## src/rtl/axi_delay_multi_ctrl.sv

```systemverilog
// Multi-channel IDELAYE3/ODELAYE3 VAR_LOAD tap controller behind a native register port.
// Sequences EN_VTC low -> settle -> LOAD (direct or +/-1 ramp steps) -> gap -> EN_VTC high.
module axi_delay_multi_ctrl #(
    parameter int unsigned NUM_CH            = 4,
    parameter int unsigned TAP_WIDTH         = 9,
    parameter int unsigned NATIVE_ADDR_WIDTH = 5,
    parameter int unsigned NATIVE_DATA_WIDTH = 9,
    parameter int unsigned VTC_SETTLE        = 10,
    parameter int unsigned LOAD_GAP          = 4
) (
    input  logic                            REFCLK,
    input  logic                            REFCLK_RESET,
    input  logic                            NATIVE_EN,
    input  logic                            NATIVE_WR,
    input  logic [NATIVE_ADDR_WIDTH-1:0]    NATIVE_ADDR,
    input  logic [NATIVE_DATA_WIDTH-1:0]    NATIVE_DATA_IN,
    output logic [NATIVE_DATA_WIDTH-1:0]    NATIVE_DATA_OUT,
    output logic                            NATIVE_READY,
    input  logic                            DLY_RDY,
    output logic [NUM_CH*TAP_WIDTH-1:0]     DLY_CNTVALUEIN,
    output logic [NUM_CH-1:0]               DLY_LOAD,
    output logic [NUM_CH-1:0]               DLY_EN_VTC
);
    localparam int unsigned CH_W    = (NUM_CH > 1) ? $clog2(NUM_CH) : 1;
    localparam int unsigned CNT_MAX = (VTC_SETTLE > LOAD_GAP) ? VTC_SETTLE : LOAD_GAP;
    localparam int unsigned CNT_W   = $clog2(CNT_MAX + 1);

    typedef enum logic [2:0] {
        ST_IDLE,
        ST_VTC_OFF,
        ST_LOAD,
        ST_GAP,
        ST_VTC_ON
    } state_t;

    state_t                         state_q, state_d;
    logic [CNT_W-1:0]               cnt_q, cnt_d;
    logic [CH_W-1:0]                ch_q, ch_d;
    logic [TAP_WIDTH-1:0]           target_q, target_d;
    logic [TAP_WIDTH-1:0]           cur_q [NUM_CH];
    logic [TAP_WIDTH-1:0]           cur_d [NUM_CH];
    logic                           ramp_q, ramp_d;
    logic                           ovr_q, ovr_d;
    logic                           ready_q, ready_d;
    logic [NATIVE_DATA_WIDTH-1:0]   rdata_q, rdata_d;
    logic [NUM_CH-1:0]              load_q, load_d;
    logic [NUM_CH-1:0]              vtc_q, vtc_d;

    logic                           addr_is_tap;
    logic                           addr_is_ctrl;
    logic [CH_W-1:0]                addr_ch;
    logic [TAP_WIDTH-1:0]           wr_tap;
    logic [TAP_WIDTH-1:0]           addr_tap;
    logic [TAP_WIDTH-1:0]           sel_tap;
    logic [TAP_WIDTH-1:0]           next_tap;
    logic                           busy;

    // Address decode and the tap value the next LOAD should apply
    always_comb begin
        addr_is_tap  = NATIVE_ADDR <  NATIVE_ADDR_WIDTH'(NUM_CH);
        addr_is_ctrl = NATIVE_ADDR == NATIVE_ADDR_WIDTH'(NUM_CH);
        addr_ch      = CH_W'(NATIVE_ADDR);
        wr_tap       = TAP_WIDTH'(NATIVE_DATA_IN);
        addr_tap     = cur_q[addr_ch];
        sel_tap      = cur_q[ch_q];
        busy         = (state_q != ST_IDLE);
        if (!ramp_q)
            next_tap = target_q;
        else if (target_q > sel_tap)
            next_tap = sel_tap + TAP_WIDTH'(1);
        else
            next_tap = sel_tap - TAP_WIDTH'(1);
    end

    // Next-state, register-port handling and registered output values
    always_comb begin
        state_d  = state_q;
        cnt_d    = cnt_q;
        ch_d     = ch_q;
        target_d = target_q;
        cur_d    = cur_q;
        ramp_d   = ramp_q;
        ovr_d    = ovr_q;
        ready_d  = 1'b0;
        rdata_d  = '0;
        load_d   = '0;
        vtc_d    = '1;

        case (state_q)
            ST_IDLE: begin
                if (NATIVE_EN) begin
                    if (addr_is_tap && NATIVE_WR && (wr_tap != addr_tap)) begin
                        ch_d     = addr_ch;
                        target_d = wr_tap;
                        cnt_d    = '0;
                        state_d  = ST_VTC_OFF;
                    end else begin
                        ready_d = 1'b1;
                        if (addr_is_tap && !NATIVE_WR) begin
                            rdata_d = NATIVE_DATA_WIDTH'(addr_tap);
                        end else if (addr_is_ctrl) begin
                            if (NATIVE_WR) begin
                                ramp_d = NATIVE_DATA_IN[0];
                                if (NATIVE_DATA_IN[3])
                                    ovr_d = 1'b0;
                            end else begin
                                rdata_d = NATIVE_DATA_WIDTH'({ovr_q, DLY_RDY, busy, ramp_q});
                            end
                        end
                    end
                end
            end
            ST_VTC_OFF: begin
                vtc_d[ch_q] = 1'b0;
                if (DLY_RDY) begin
                    if (cnt_q == CNT_W'(VTC_SETTLE - 1)) begin
                        cnt_d   = '0;
                        state_d = ST_LOAD;
                    end else begin
                        cnt_d = cnt_q + CNT_W'(1);
                    end
                end
            end
            ST_LOAD: begin
                vtc_d[ch_q]  = 1'b0;
                load_d[ch_q] = 1'b1;
                cur_d[ch_q]  = next_tap;
                cnt_d        = '0;
                state_d      = ST_GAP;
            end
            ST_GAP: begin
                vtc_d[ch_q] = 1'b0;
                if (cnt_q == CNT_W'(LOAD_GAP - 1)) begin
                    cnt_d   = '0;
                    state_d = (sel_tap != target_q) ? ST_LOAD : ST_VTC_ON;
                end else begin
                    cnt_d = cnt_q + CNT_W'(1);
                end
            end
            ST_VTC_ON: begin
                ready_d = 1'b1;
                state_d = ST_IDLE;
            end
            default: state_d = ST_IDLE;
        endcase

        // Requests arriving mid-sequence are dropped and flagged
        if (busy && NATIVE_EN)
            ovr_d = 1'b1;
    end

    // State and output registers
    always_ff @(posedge REFCLK) begin
        if (REFCLK_RESET) begin
            state_q  <= ST_IDLE;
            cnt_q    <= '0;
            ch_q     <= '0;
            target_q <= '0;
            ramp_q   <= 1'b0;
            ovr_q    <= 1'b0;
            ready_q  <= 1'b0;
            rdata_q  <= '0;
            load_q   <= '0;
            vtc_q    <= '1;
            for (int k = 0; k < NUM_CH; k++)
                cur_q[k] <= '0;
        end else begin
            state_q  <= state_d;
            cnt_q    <= cnt_d;
            ch_q     <= ch_d;
            target_q <= target_d;
            ramp_q   <= ramp_d;
            ovr_q    <= ovr_d;
            ready_q  <= ready_d;
            rdata_q  <= rdata_d;
            load_q   <= load_d;
            vtc_q    <= vtc_d;
            cur_q    <= cur_d;
        end
    end

    assign NATIVE_READY    = ready_q;
    assign NATIVE_DATA_OUT = rdata_q;
    assign DLY_LOAD        = load_q;
    assign DLY_EN_VTC      = vtc_q;

    // CNTVALUEIN mirrors the last loaded tap of each channel
    for (genvar k = 0; k < NUM_CH; k++) begin : g_cnt
        assign DLY_CNTVALUEIN[k*TAP_WIDTH +: TAP_WIDTH] = cur_q[k];
    end

endmodule

```

## config.mk

```make
export PLATFORM = sky130hd
export DESIGN_NAME = axi_delay_multi_ctrl
export DESIGN_NICKNAME = d
export VERILOG_FILES = /design/src/rtl/axi_delay_multi_ctrl.sv
export SDC_FILE = /design/constraint.sdc
export NUM_CORES = 1
export LEC_CHECK = 0
export ABC_CLOCK_PERIOD_IN_PS = 7900
export BUFFER_PORTS_ARGS = -buffer_cell sky130_fd_sc_hd__clkbuf_2
export CORE_ASPECT_RATIO = 0.7
export CORE_MARGIN = 4
export CORE_UTILIZATION = 45
export CTS_CLUSTER_SIZE = 20
export DETAILED_ROUTE_END_ITERATION = 10
export PLACE_DENSITY = 0.73
export SKIP_LAST_GASP = 1
export SLEW_MARGIN = 10
export SYNTH_ARGS = -nofsm -noshare
export SYNTH_HDL_FRONTEND = slang
export SYNTH_SLANG_ARGS = --single-unit
```

## constraint.sdc

```tcl
create_clock -name REFCLK -period 7.9 [get_ports REFCLK]
set_input_delay 0.395 -clock REFCLK [delete_from_list [all_inputs] [get_ports REFCLK]]
set_output_delay 0.395 -clock REFCLK [all_outputs]
set_load 0.01 [all_outputs]
```

Yosys cells after proc, flatten, opt, wreduce, memory -nomap -nowiden
Cells that the tools add are included.

word-level totals
  input bits = 19
  bits in registers = 74

cells by class
  $add $sub $neg = 3
  bitwise gates (word level) = 9
  reductions and logical operators = 24
  equality and inequality tests = 16
  mux-type cells = 40
  magnitude comparators = 7

operators by type and width
  cell                                                                   count
  9-bit 2-to-1 mux                                                       8
  9-bit binary-select mux with 2-bit select                              2
  36-bit bitwise mux                                                     1
  4-bit 2-to-1 mux                                                       7
  9-bit demux with 2-bit select                                          1
  3-bit 2-to-1 mux                                                       6
  9-bit inequality test                                                  2
  4-bit case mux with 4 select lines                                     1
  3-bit case mux with 4 select lines                                     1
  1-bit 2-to-1 mux                                                       11
  2-bit inequality test (second input constant)                          5
  2-bit nonzero test                                                     5
  9-bit by 1-bit adder with 9-bit output (second input constant)         1
  9-bit greater-than comparator                                          1
  9-bit by 1-bit subtractor with 9-bit output (second input constant)    1
  7-bit AND reduction                                                    1
  3-bit by 2-bit == test with 1-bit output (second input constant)       2
  3-bit greater-or-equal comparator (second input constant)              2
  1-bit logical AND                                                      6
  1-bit NOT                                                              6
  2-bit NOT with 3-bit output                                            2
  6-bit AND reduction                                                    1
  5-bit by 3-bit == test with 1-bit output (second input constant)       1
  5-bit by 3-bit < comparator with 1-bit output (second input constant)  1
  other kinds (22)                                                       24

Logic depth before layout (Yosys ltp)
  depth after elaboration = 10
  mapped depth = 16

Worst setup path before layout
No wires, ideal clock.

  path type = flip-flop to flip-flop
  start = register ch_q[1]
  end = register cur_q, in the netlist DLY_CNTVALUEIN[15]
  stages on the path, launching flop included = 17
  data required time = 7.760 ns
  data arrival time = 3.874 ns
  setup slack = 3.886 ns
  clock period less this slack = 4.014 ns
  buffers on the path = 2
  path through = dfxtp_1 -> buf_2 -> buf_6 -> mux4_2 -> inv_1 -> ha_1 -> and4_1 -> a21o_1 -> o211ai_1 -> and2_1 -> ha_1 -> a21o_1 -> a21oi_1 -> o21ai_0 -> a21o_1 -> a221oi_1 -> a211oi_1

between the ends
  cells in the longest elaborated chain, start to end = 8
  elaborated cells on any way between the ends = 15
  classes of those cells = add/sub: 2; order compare: 3; mux: 8; bitwise: 1; reduce/logical: 1

RTL lines
  what                                                                 line     text
  start, declared                                                      38       logic [CH_W-1:0] ch_q, ch_d;
  start signal, assigned                                               170      ch_q <= ch_d;
  2-bit NOT with 3-bit output (not written as such) *                  65, 127
  9-bit binary-select mux with 2-bit select                            65       sel_tap = cur_q[ch_q];
  9-bit 2-to-1 mux (not written as such) (2 in series)                 65
  9-bit by 1-bit subtractor with 9-bit output (tied with other cells)  72       next_tap = sel_tap - TAP_WIDTH'(1);
  9-bit 2-to-1 mux                                                     69       else if (target_q > sel_tap)
  9-bit 2-to-1 mux                                                     67       if (!ramp_q)
  36-bit bitwise mux *                                                 127      cur_d[ch_q] = next_tap;
  end signal, assigned                                                 178      cur_q <= cur_d;
  end, declared                                                        40       logic [TAP_WIDTH-1:0] cur_q [NUM_CH];

Mark *: on every way between the ends. The rest lies on a longest branch, timed or not. The select of a mux whose other input is x is not followed.
A chain may end at the register's enable or synchronous reset.

Worst setup path after layout
  start = register ch_q[1]
  end = register cur_q, in the netlist DLY_CNTVALUEIN[6]

The elaborated chain is that of the path after synthesis.

==> impl_results.md <==
- Seq/Total Area, Yosys: 37.05%
- Fillers: 806
- Critical path arrival: 5.05 ns
- First-pass GRT wire length: 17560 um
- Post-Syn Area per Cell: 9.431 um^2
- Maximum buffer depth of the clock tree: 2
- Final setup fails: 0
- Crit path launch type: flop
- Hold-fix buffers, CTS: 0
- Critical path class: flop to flop
- Post-DR wirelength/cell: 17.88 um
- Synth Register Bits: 74
- Hold Vio Cnt, Final: 0
- Crit Path Max Fanout: 18
- Final instance area: 0.004683 mm^2
- Clk_lat worst skew: 0.34 ns
- Final nets: 524
- Die Width: 120.7 um
- Die Height: 86.87 um
- Dpl hpwl: 8075 um
- Antenna cells: 0
- Cells after synthesis: 424
- Max VDD drop: 0.1395 mV
- Period minus WS final: 4.859 ns
- Total track usage: 21.86%
- Number of global-route vias before repair: 3234
- Setup TNS: 0 ns
- Setup bufs post-CTS: 0
- Final core utilization: 54.79%
- Setup ws final: 3.041 ns
- Slowest CP cell: dfxtp_1
- CTS root buffer: clkbuf_16
- Clock Sinks: 74
- Commonest non-fill, non-tap cell in the layout: dfxtp_1
- Core area: 0.008548 mm^2
- Most common flop cell mapped by yosys: dfxtp_1
- Routed WL: 10930 um
- Synthesized area: 0.003999 mm^2
- Reg2Reg Depth: 14
- GP Congestion: 0.9184
- Commonest cells after routing, fill and taps aside: 74 x dfxtp_1, 72 x clkbuf_2, 51 x nor2_1
- Hold Crit Class: input port to flop
- Fraction of layout cells with a size suffix above 1: 21.38%
- Placed Area: 0.004399 mm^2
- Die area: 0.01048 mm^2
- EDFF count, synth: 0
- Largest net degree at the start of global routing: 68
- DP Worst Slack: 3.115 ns
- Ports: 73
- Initial antenna violation count: 0
- Reg clk slew, reported paths: 0.05 ns
- Final ANT Viol Nets: 0
- CP peak stage delay: 0.87 ns
- Starting Density: 46.78%
- CP cell instances: mux4_2 -> inv_1 -> ha_1 -> and4_1 -> a21o_1 -> o211ai_1 -> and2_1 -> ha_1 -> a21o_1 -> a21oi_1 -> o21ai_0 -> a21o_1 -> a221oi_1 -> a211oi_1
- Residual DRC: 0
- Area growth syn-to-layout: 17.12%
- Status: complete, no violations
- Max Transition Viols Final: 0
- Post-Syn Nets: 462
- Total CTS buffers: 9
- Fmax: 205.8 MHz
- Vias after detailed routing: 3539
- First-pass detailed-route iteration total: 5
- Synth unique cells: 54
- PwrDens: 172.8 mW/mm^2
- Hold Path Depth: 3
- Max-Cap Viols: 0
- CTS tree: yes
- Row Count: 28
- Synthesis Warnings: 0
- Endpoint class of the critical path: flop
- First DRT Iteration DRCs: 391
- Number of port buffers: 72
- GRT overflow: 0
- Slew Limit Headroom: 34.22%
- CP dominant cell by count: a21o_1
- Resize count post-CTS: 0
- Final Skew: 0.005419 ns
- Final period util: 61.51%
- Worst-margin pin slew: 0.9845 ns
- Vias per inst: 5.792
- H-tree lvl count: 3
- RSZ-0062 raised after global routing: no
- Asr flop ratio synth: 0%
- Req. time, crit path: 8.09 ns
- Leak Pwr: 1.959 nW
## power by group
part | switching [W] | total [W] | internal (W)
clock network | 0.000150 | 0.000388 | 0.000237
registers | 0.00000223 | 0.000377 | 0.000375
logic | 0.0000267 | 0.0000447 | 0.0000180
total | 0.000179 | 0.000809 | 0.000630
## Yosys cell counts, drive strengths merged, types with 2 or more instances
| cell type | count | area (um^2) |
|---|---|---|
| nand3b | 21 | 157.7 |
| clkbuf | 16 | 60.06 |
| o41ai | 2 | 25.03 |
| nor2 | 51 | 191.4 |
| nor4 | 3 | 18.77 |
| inv | 17 | 63.81 |
| a211oi | 14 | 105.1 |
| nand4 | 2 | 18.77 |
| mux4 | 18 | 427.9 |
| nand2 | 35 | 131.4 |
| a21oi | 23 | 115.1 |
| buf | 6 | 57.55 |
| nor3b | 3 | 22.52 |
| o21a | 3 | 22.52 |
| and4 | 3 | 26.28 |
| or3 | 2 | 12.51 |
| nor3 | 7 | 40.04 |
| a21boi | 2 | 15.01 |
| or4 | 2 | 15.01 |
| and2 | 10 | 63.81 |
| and3 | 2 | 12.51 |
| a22oi | 3 | 22.52 |
| ha | 18 | 225.2 |
| a31oi | 2 | 12.51 |
| nand2b | 5 | 31.28 |
| o31ai | 5 | 51.30 |
| dfxtp | 74 | 1481 |
| xnor2 | 14 | 122.6 |
| nand3 | 9 | 45.04 |
| mux2i | 14 | 140.1 |
| a21o | 6 | 45.04 |
| o21ai | 18 | 90.09 |
## routing by layer
layer,up-vias,global-route usage (%),share of wire (%)
li1,1658,-,-
met4,0,4.527,0.78
met5,-,0,0
met2,177,28.74,40
met1,1693,33.25,49
met3,11,8.831,11
## cells by family after synthesis
kind of cell	count (synthesis)	share of synthesized area, %
adders and majority gates	19	6.133
DFF	74	37.05
and+or+nand+nor	158	20.28
buffers and inverters	40	4.631
muxes	32	14.21
AOI/OAI and AO/OA	87	14.64
xor gates and xnor gates	14	3.066
## critical path, delay by kind of cell, from the launching register on
kind / cells / cell delay, ns
AO/OA/AOI/OAI: 8 / 1.87
adder cells (fa/ha/maj): 2 / 0.61
buffers and inverters: 1 / 0.09
flip-flops: 1 / 0.87
multiplexers: 1 / 0.65
AND/OR/NAND/NOR: 2 / 0.62
## registers in the layout (all words and copies together), names as in the netlist
signal	cells
DLY_CNTVALUEIN	36
NATIVE_DATA_OUT	9
target_q	9
DLY_EN_VTC	4
DLY_LOAD	4
cnt_q	4
state_q	3
ch_q	2
NATIVE_READY	1
ovr_q	1
ramp_q	1
## path summary, 6_finish.rpt
path / from / slack (ns) / to
setup / recovery: ch_q[1] / 3.04 / DLY_CNTVALUEIN[6]
hold / removal: NATIVE_DATA_IN[4] / 0.33 / target_q[4]
setup reg to reg: ch_q[1] / 3.04 / DLY_CNTVALUEIN[6]
hold reg to reg: ovr_q / 0.49 / ovr_q
## per-stage QoR
stage	std cells	hold slack (ns)	total power (W)
final	611	0.3274	0.0008093
after global routing	611	0.3537	0.0008391
after CTS	611	0.3198	0.0008136
after detailed placement	595	0.4730	0.0004287
after global placement	595	0.4682	0.0004277
after floorplan	424	0.4543	0.0004150
## final cells by class
class                      instances  area, um^2  share of cell area, %
clock buffer                      14       274.0                  5.851
clock inverter                     2       10.01                 0.2137
inverter                          18       67.56                  1.443
multi-input combinational        310        2332                  49.80
sequential                        74        1481                  31.63
tap                              120       150.1                  3.206
timing repair buffer              73       367.9                  7.855
(Power assumes the default switching activity.)
